--- config.mk ---
export PLATFORM = sky130hd
export DESIGN_NAME = logic_unit_nbits_flat
export DESIGN_NICKNAME = d
export VERILOG_FILES = /design/src/rtl/logic_unit_nbits_if.sv /design/src/rtl/logic_unit_nbits.sv /design/src/flat_wrapper.sv
export SDC_FILE = /design/constraint.sdc
export NUM_CORES = 1
export LEC_CHECK = 0
export BUFFER_PORTS_ARGS = -buffer_cell sky130_fd_sc_hd__buf_2
export CELL_PAD_IN_SITES_DETAIL_PLACEMENT = 1
export CELL_PAD_IN_SITES_GLOBAL_PLACEMENT = 2
export CORE_MARGIN = 2
export CORE_UTILIZATION = 25
export CTS_BUF_LIST = sky130_fd_sc_hd__clkbuf_8
export CTS_CLUSTER_SIZE = 28
export DETAILED_ROUTE_END_ITERATION = 8
export GPL_ROUTABILITY_DRIVEN = 1
export HOLD_SLACK_MARGIN = 0.15
export PLACE_DENSITY_LB_ADDON = 0.1
export SETUP_SLACK_MARGIN = 0.2
export SYNTH_ARGS = -nofsm -noshare
export SYNTH_HDL_FRONTEND = slang
export SYNTH_SLANG_ARGS = --single-unit
export TNS_END_PERCENT = 100
--- constraint.sdc ---
create_clock -name clk -period 1.77 [get_ports clk]
set_clock_uncertainty 0.2 [all_clocks]
set_input_delay 0.177 -clock clk [delete_from_list [all_inputs] [get_ports clk]]
set_output_delay 0.177 -clock clk [all_outputs]
set_load 0.03 [all_outputs]
--- src/rtl/logic_unit_nbits_if.sv ---
// Operand/result bundle for logic_unit_nbits.
// The zero flag exists only when LOGIC_UNIT_ZERO_FLAG_EN is defined.
interface logic_unit_nbits_if #(
  parameter int unsigned WIDTH = 8
);
  logic             start;
  logic [1:0]       op;
  logic [WIDTH-1:0] a;
  logic [WIDTH-1:0] b;
  logic             busy;
  logic             done;
  logic [WIDTH-1:0] result;
`ifdef LOGIC_UNIT_ZERO_FLAG_EN
  logic             zero;
`endif

  modport master (
    output start, op, a, b,
    input  busy, done, result
`ifdef LOGIC_UNIT_ZERO_FLAG_EN
    , input zero
`endif
  );

  modport slave (
    input  start, op, a, b,
    output busy, done, result
`ifdef LOGIC_UNIT_ZERO_FLAG_EN
    , output zero
`endif
  );
endinterface

--- src/rtl/logic_unit_nbits.sv ---
// Chunk-serial bitwise logic unit: AND/OR/XOR/NOR computed CHUNK bits per cycle.
// Optional registered zero flag is built when LOGIC_UNIT_ZERO_FLAG_EN is defined.
module logic_unit_nbits #(
  parameter int unsigned WIDTH = 8,
  parameter int unsigned CHUNK = 2
) (
  input logic              clk,
  input logic              rst_n,
  logic_unit_nbits_if.slave bus
);

  localparam int unsigned NCHUNK = WIDTH / CHUNK;
  localparam int unsigned KW     = (NCHUNK > 1) ? $clog2(NCHUNK) : 1;

  generate
    if ((WIDTH % CHUNK) != 0 || CHUNK == 0) begin : g_bad_cfg
      $error("logic_unit_nbits: WIDTH must be a non-zero multiple of CHUNK");
    end
  endgenerate

  typedef enum logic [1:0] {
    IDLE = 2'd0,
    RUN  = 2'd1,
    DONE = 2'd2
  } state_t;

  state_t           state;
  logic [KW-1:0]    k;
  logic [1:0]       op_r;
  logic [WIDTH-1:0] a_r;
  logic [WIDTH-1:0] b_r;
  logic [WIDTH-1:0] result_q;
  logic             busy_q;
  logic             done_q;
  logic [WIDTH-1:0] op_full;
  logic [WIDTH-1:0] next_result;
  logic             last_chunk;
`ifdef LOGIC_UNIT_ZERO_FLAG_EN
  logic             zero_q;
`endif

  // Full-width operation on the captured operands; RUN merges one slice per cycle.
  always_comb begin
    op_full = '0;
    unique case (op_r)
      2'b00:   op_full = a_r & b_r;
      2'b01:   op_full = a_r | b_r;
      2'b10:   op_full = a_r ^ b_r;
      default: op_full = ~(a_r | b_r);
    endcase
  end

  always_comb begin
    next_result = result_q;
    for (int unsigned i = 0; i < NCHUNK; i++) begin
      if (k == KW'(i)) next_result[i*CHUNK +: CHUNK] = op_full[i*CHUNK +: CHUNK];
    end
  end

  assign last_chunk = (k == KW'(NCHUNK - 1));

  // busy/done are registered from the state, so each trails its state by one edge.
  always_ff @(posedge clk or negedge rst_n) begin
    if (!rst_n) begin
      state    <= IDLE;
      k        <= '0;
      op_r     <= '0;
      a_r      <= '0;
      b_r      <= '0;
      result_q <= '0;
      busy_q   <= 1'b0;
      done_q   <= 1'b0;
`ifdef LOGIC_UNIT_ZERO_FLAG_EN
      zero_q   <= 1'b0;
`endif
    end else begin
      busy_q <= (state == RUN);
      done_q <= (state == DONE);
      unique case (state)
        IDLE: begin
          if (bus.start) begin
            op_r     <= bus.op;
            a_r      <= bus.a;
            b_r      <= bus.b;
            result_q <= '0;
            k        <= '0;
`ifdef LOGIC_UNIT_ZERO_FLAG_EN
            zero_q   <= 1'b0;
`endif
            state    <= RUN;
          end
        end
        RUN: begin
          result_q <= next_result;
          if (last_chunk) begin
            k     <= '0;
            state <= DONE;
`ifdef LOGIC_UNIT_ZERO_FLAG_EN
            zero_q <= (next_result == '0);
`endif
          end else begin
            k <= k + KW'(1);
          end
        end
        DONE:    state <= IDLE;
        default: state <= IDLE;
      endcase
    end
  end

  assign bus.busy   = busy_q;
  assign bus.done   = done_q;
  assign bus.result = result_q;
`ifdef LOGIC_UNIT_ZERO_FLAG_EN
  assign bus.zero   = zero_q;
`endif

endmodule

--- src/flat_wrapper.sv ---
// flat-port wrapper written by rule: the top's interface ports become plain ports
module logic_unit_nbits_flat 
#(
  parameter int unsigned WIDTH = 8,
  parameter int unsigned CHUNK = 2
)
  (clk, rst_n, bus_start, bus_op, bus_a, bus_b, bus_busy, bus_done, bus_result);
  logic_unit_nbits_if #(.WIDTH(WIDTH)) bus_i ();
  input logic clk;
  input logic rst_n;
  input wire logic [$bits(bus_i.start)-1:0] bus_start;
  input wire logic [$bits(bus_i.op)-1:0] bus_op;
  input wire logic [$bits(bus_i.a)-1:0] bus_a;
  input wire logic [$bits(bus_i.b)-1:0] bus_b;
  output wire logic [$bits(bus_i.busy)-1:0] bus_busy;
  output wire logic [$bits(bus_i.done)-1:0] bus_done;
  output wire logic [$bits(bus_i.result)-1:0] bus_result;
  assign bus_i.start = bus_start;
  assign bus_i.op = bus_op;
  assign bus_i.a = bus_a;
  assign bus_i.b = bus_b;
  assign bus_busy = bus_i.busy;
  assign bus_done = bus_i.done;
  assign bus_result = bus_i.result;
  logic_unit_nbits #(.WIDTH(WIDTH), .CHUNK(CHUNK)) u_core (.clk(clk), .rst_n(rst_n), .bus(bus_i));
endmodule
==> results by group <==
Clock network
  – H-tree Lvls: 2
  – Worst skew pair latency: 0.28 ns
  – CTS tree: yes
  – CTS sink count: 32
  – Num CTS Buffers: 5
  – Clk root buf: clkbuf_8
  – Max clock buf depth: 2
  – Worst-path clk slew: 0.07 ns

Layout
  – Synthesis-to-layout area growth: 38.0%
  – Ratio of cells with drive above 1 in the final layout: 32.2%
  – Fillcell total: 798
  – Antenna Cells: 0
  – Register area: 805 um2
  – Fin nets: approximately 270
  – Area occupied by multi-input gates: 915 um2
  – Layout Utilization: 36.0%

Yosys
  – Syn_area_per_cell: about 11 um2
  – Syn Std Cell Area: 1790 um2
  – Sequential share of the synthesized area: between 40% and 50%
  – Cell variety after synth: 21
  – Synth warnings: 0
  – Synthesized Nets: 210
  – Yosys reg bits: 32
  – Cell count after synthesis: 169

STA
  – Worst slew pin tran: between 0.5 and 0.6 ns
  – Min cycle time layout: 1.55 ns
  – Fmax: 645 MHz
  – Post-Route Setup TNS: 0 ns
  – Worst rel slew slack: 65.3%
  – Final hold slack: about 0.18 ns
  – Fin. Hold Viols: 0
  – Setup violators final: 0
  – Fin. max-slew vios: 0
  – Period utilisation layout: 87.5%
  – RSZ-0062 raised after global routing: yes

Power and ir drop
  – Leak: 1.18 nW
  – Power per standard cell area: 1670 nW/um2
  – Worst VDD drop: 350 uV

Floorplanning
  – IO Count: 31
  – Initial Utilization: 26.0%
  – Die area: 7850 um2
  – Die X: slightly below 90 um
  – Total number of placement rows: 30
  – Core area: 6870 um2
  – Vert. Die Dim: just under 90 um

Global route
  – Total GRT Usage: 12.0%
  – Largest net degree at the start of global routing: 20
  – Global-route wire length before repair: 7.11 mm
  – Initial antenna violation count: 0
  – Overflow after GRT: 0
  – Vias in the first global route: 1,537

Route
  – Final ANT Viol Nets: 0
  – Routed vias/inst: between 4 and 5
  – Post-Route WL: 4.23 mm
  – Vias after detailed routing: 1,368
  – Drt first pass iters: 3
  – DRC violations left: 0
  – Initial drt markers: a little over 40
  – Routed WL per cell: about 13 um

Flow run
  – Max cap viols: 0

Critical path
  – Req. time, crit path: 1.74 ns
  – WP data arrival: 1.52 ns
  – Startpoint types: input pin
  – Maximum fanout along the worst path: 5
  – Setup crit end kind: flip-flop
  – Critical path class: in2reg
  – Worst reg-to-reg path cell count: 5

Placed design
  – I/O Buffers: 30
  – RD Place Congestion: 0.685
  – Dpl hpwl: 3.14 mm

Worst hold path
  – Worst Hold Class: in2async

Status
  – Status: finished, final reports clean
cell type report:
| cell class | instances | area share, % |
|---|---|---|
| Inverter | 20 | 3.04 |
| Timing Repair Buffer | 64 | 18.6 |
| Clock buffer | 7 | 3.90 |
| Tap cell | 96 | 4.86 |
| Multi-Input combinational cell | 110 | 37.0 |
| Sequential cell | 32 | 32.6 |
state kept, by name, summed over array words and instances (netlist names):
signal             cells
u_core.a_r             8
u_core.b_r             8
u_core.bus.result      8
u_core.k               2
u_core.op_r            2
u_core.state           2
u_core.bus.busy        1
u_core.bus.done        1
final timing paths:
check / from / end / slack (ns)
min in group clk: u_core.bus.result[3] / u_core.bus.result[3] / 0.33
hold reg to reg: u_core.bus.result[3] / u_core.bus.result[3] / 0.33
setup reg to reg: u_core.b_r[1] / u_core.bus.result[1] / 0.23
setup / recovery: bus_start / u_core.op_r[1] / 0.22
max in group asynchronous: rst_n / u_core.op_r[1] / 0.68
hold / removal: rst_n / u_core.bus.done / 0.18
cells in the final DEF, fill, tap and decap left out:
cell type	instances
nor2b_1	5
dfrtp_4	1
a22o_1	1
ha_1	17
o21bai_1	1
nand2_1	18
o21bai_4	1
ha_4	3
dfrtp_1	31
mux2i_2	2
o21ai_0	23
inv_2	6
mux2_2	8
mux2_4	2
dlygate4sd3_1	20
buf_2	30
nand3b_1	3
nor3b_4	1
clkbuf_8	7
buf_4	13
xnor2_1	8
o31ai_1	1
buf_6	1
o21ai_1	9
mux2i_1	6
nand2b_1	1
inv_1	14
synth_stat cells:
master / count / area share [%]
mux2i_1: 8 / 4.5
ha_1: 20 / 14
nor2b_1: 5 / 1.7
buf_2: 2 / 0.56
o31ai_1: 1 / 0.42
buf_6: 2 / 1.3
mux2_4: 1 / 0.84
inv_1: 20 / 4.2
o21ai_1: 2 / 0.56
xnor2_1: 8 / 3.9
o21ai_0: 30 / 8.4
a22o_1: 1 / 0.49
nand2b_1: 1 / 0.35
dfrtp_1: 32 / 45
o21bai_2: 1 / 0.63
o21bai_1: 1 / 0.42
mux2_2: 9 / 5.7
nand2_1: 18 / 3.8
buf_4: 3 / 1.3
nand3b_1: 3 / 1.3
nor3b_4: 1 / 1.0
logic make-up (layout without fill, tap and decap cells):
family                     after synthesis  count (layout)  share of synthesized area, %
AOI/OAI and AO/OA                       36              36                          10.9
xor gates and xnor gates                 8               8                          3.92
adders and majority gates               20              20                          14.0
buffers and inverters                   27              91                          7.27
DFF                                     32              32                          44.8
muxes                                   18              18                          11.0
and+or+nand+nor                         28              28                          8.18
power breakdown:
| part | switching [W] | internal (W) |
|---|---|---|
| sequential | 0.000311 | 0.00105 |
| clock | 0.000271 | 0.000346 |
| combinational | 0.00104 | 0.00110 |
critical path, cell delays in order:
cell	delay, ns
dlygate4sd3_1	0.52
buf_2	0.13
nor3b_4	0.17
buf_4	0.18
mux2_2	0.33
metal layers:
layer | wire length [um] | GRT usage, % | up-vias | part of all wire (%)
li1 | - | - | 680 | -
met1 | 2100 | 14.8 | 658 | 50
met2 | 1930 | 20.4 | 25 | 46
met3 | 146 | 2.61 | 5 | 3.5
met4 | 57 | 4.96 | 0 | 1.3
met5 | 0 | 0 | - | 0
timing repair:
action,CTS,global route
gates resized for setup,1,22
pin swaps,1,4
hold buffers,20,0
endpoints found under the hold margin,51,0
setup endpoints to repair,9,14
buffers inserted,1,3
per-stage QoR:
step / std cells / setup slack [ns] / cell area, um2 / total power, W
2_1_floorplan: 169 / 0.361 / 1790 / 0.00272
3_3_place_gp: 298 / 0.114 / 2080 / 0.00320
3_5_place_dp: 298 / 0.0387 / 2080 / 0.00326
4_1_cts: 326 / 0.213 / 2380 / 0.00396
5_1_grt: 329 / 0.154 / 2470 / 0.00450
6_report: 329 / 0.220 / 2470 / 0.00412
Note: power is estimated with default switching activity, not from simulation.
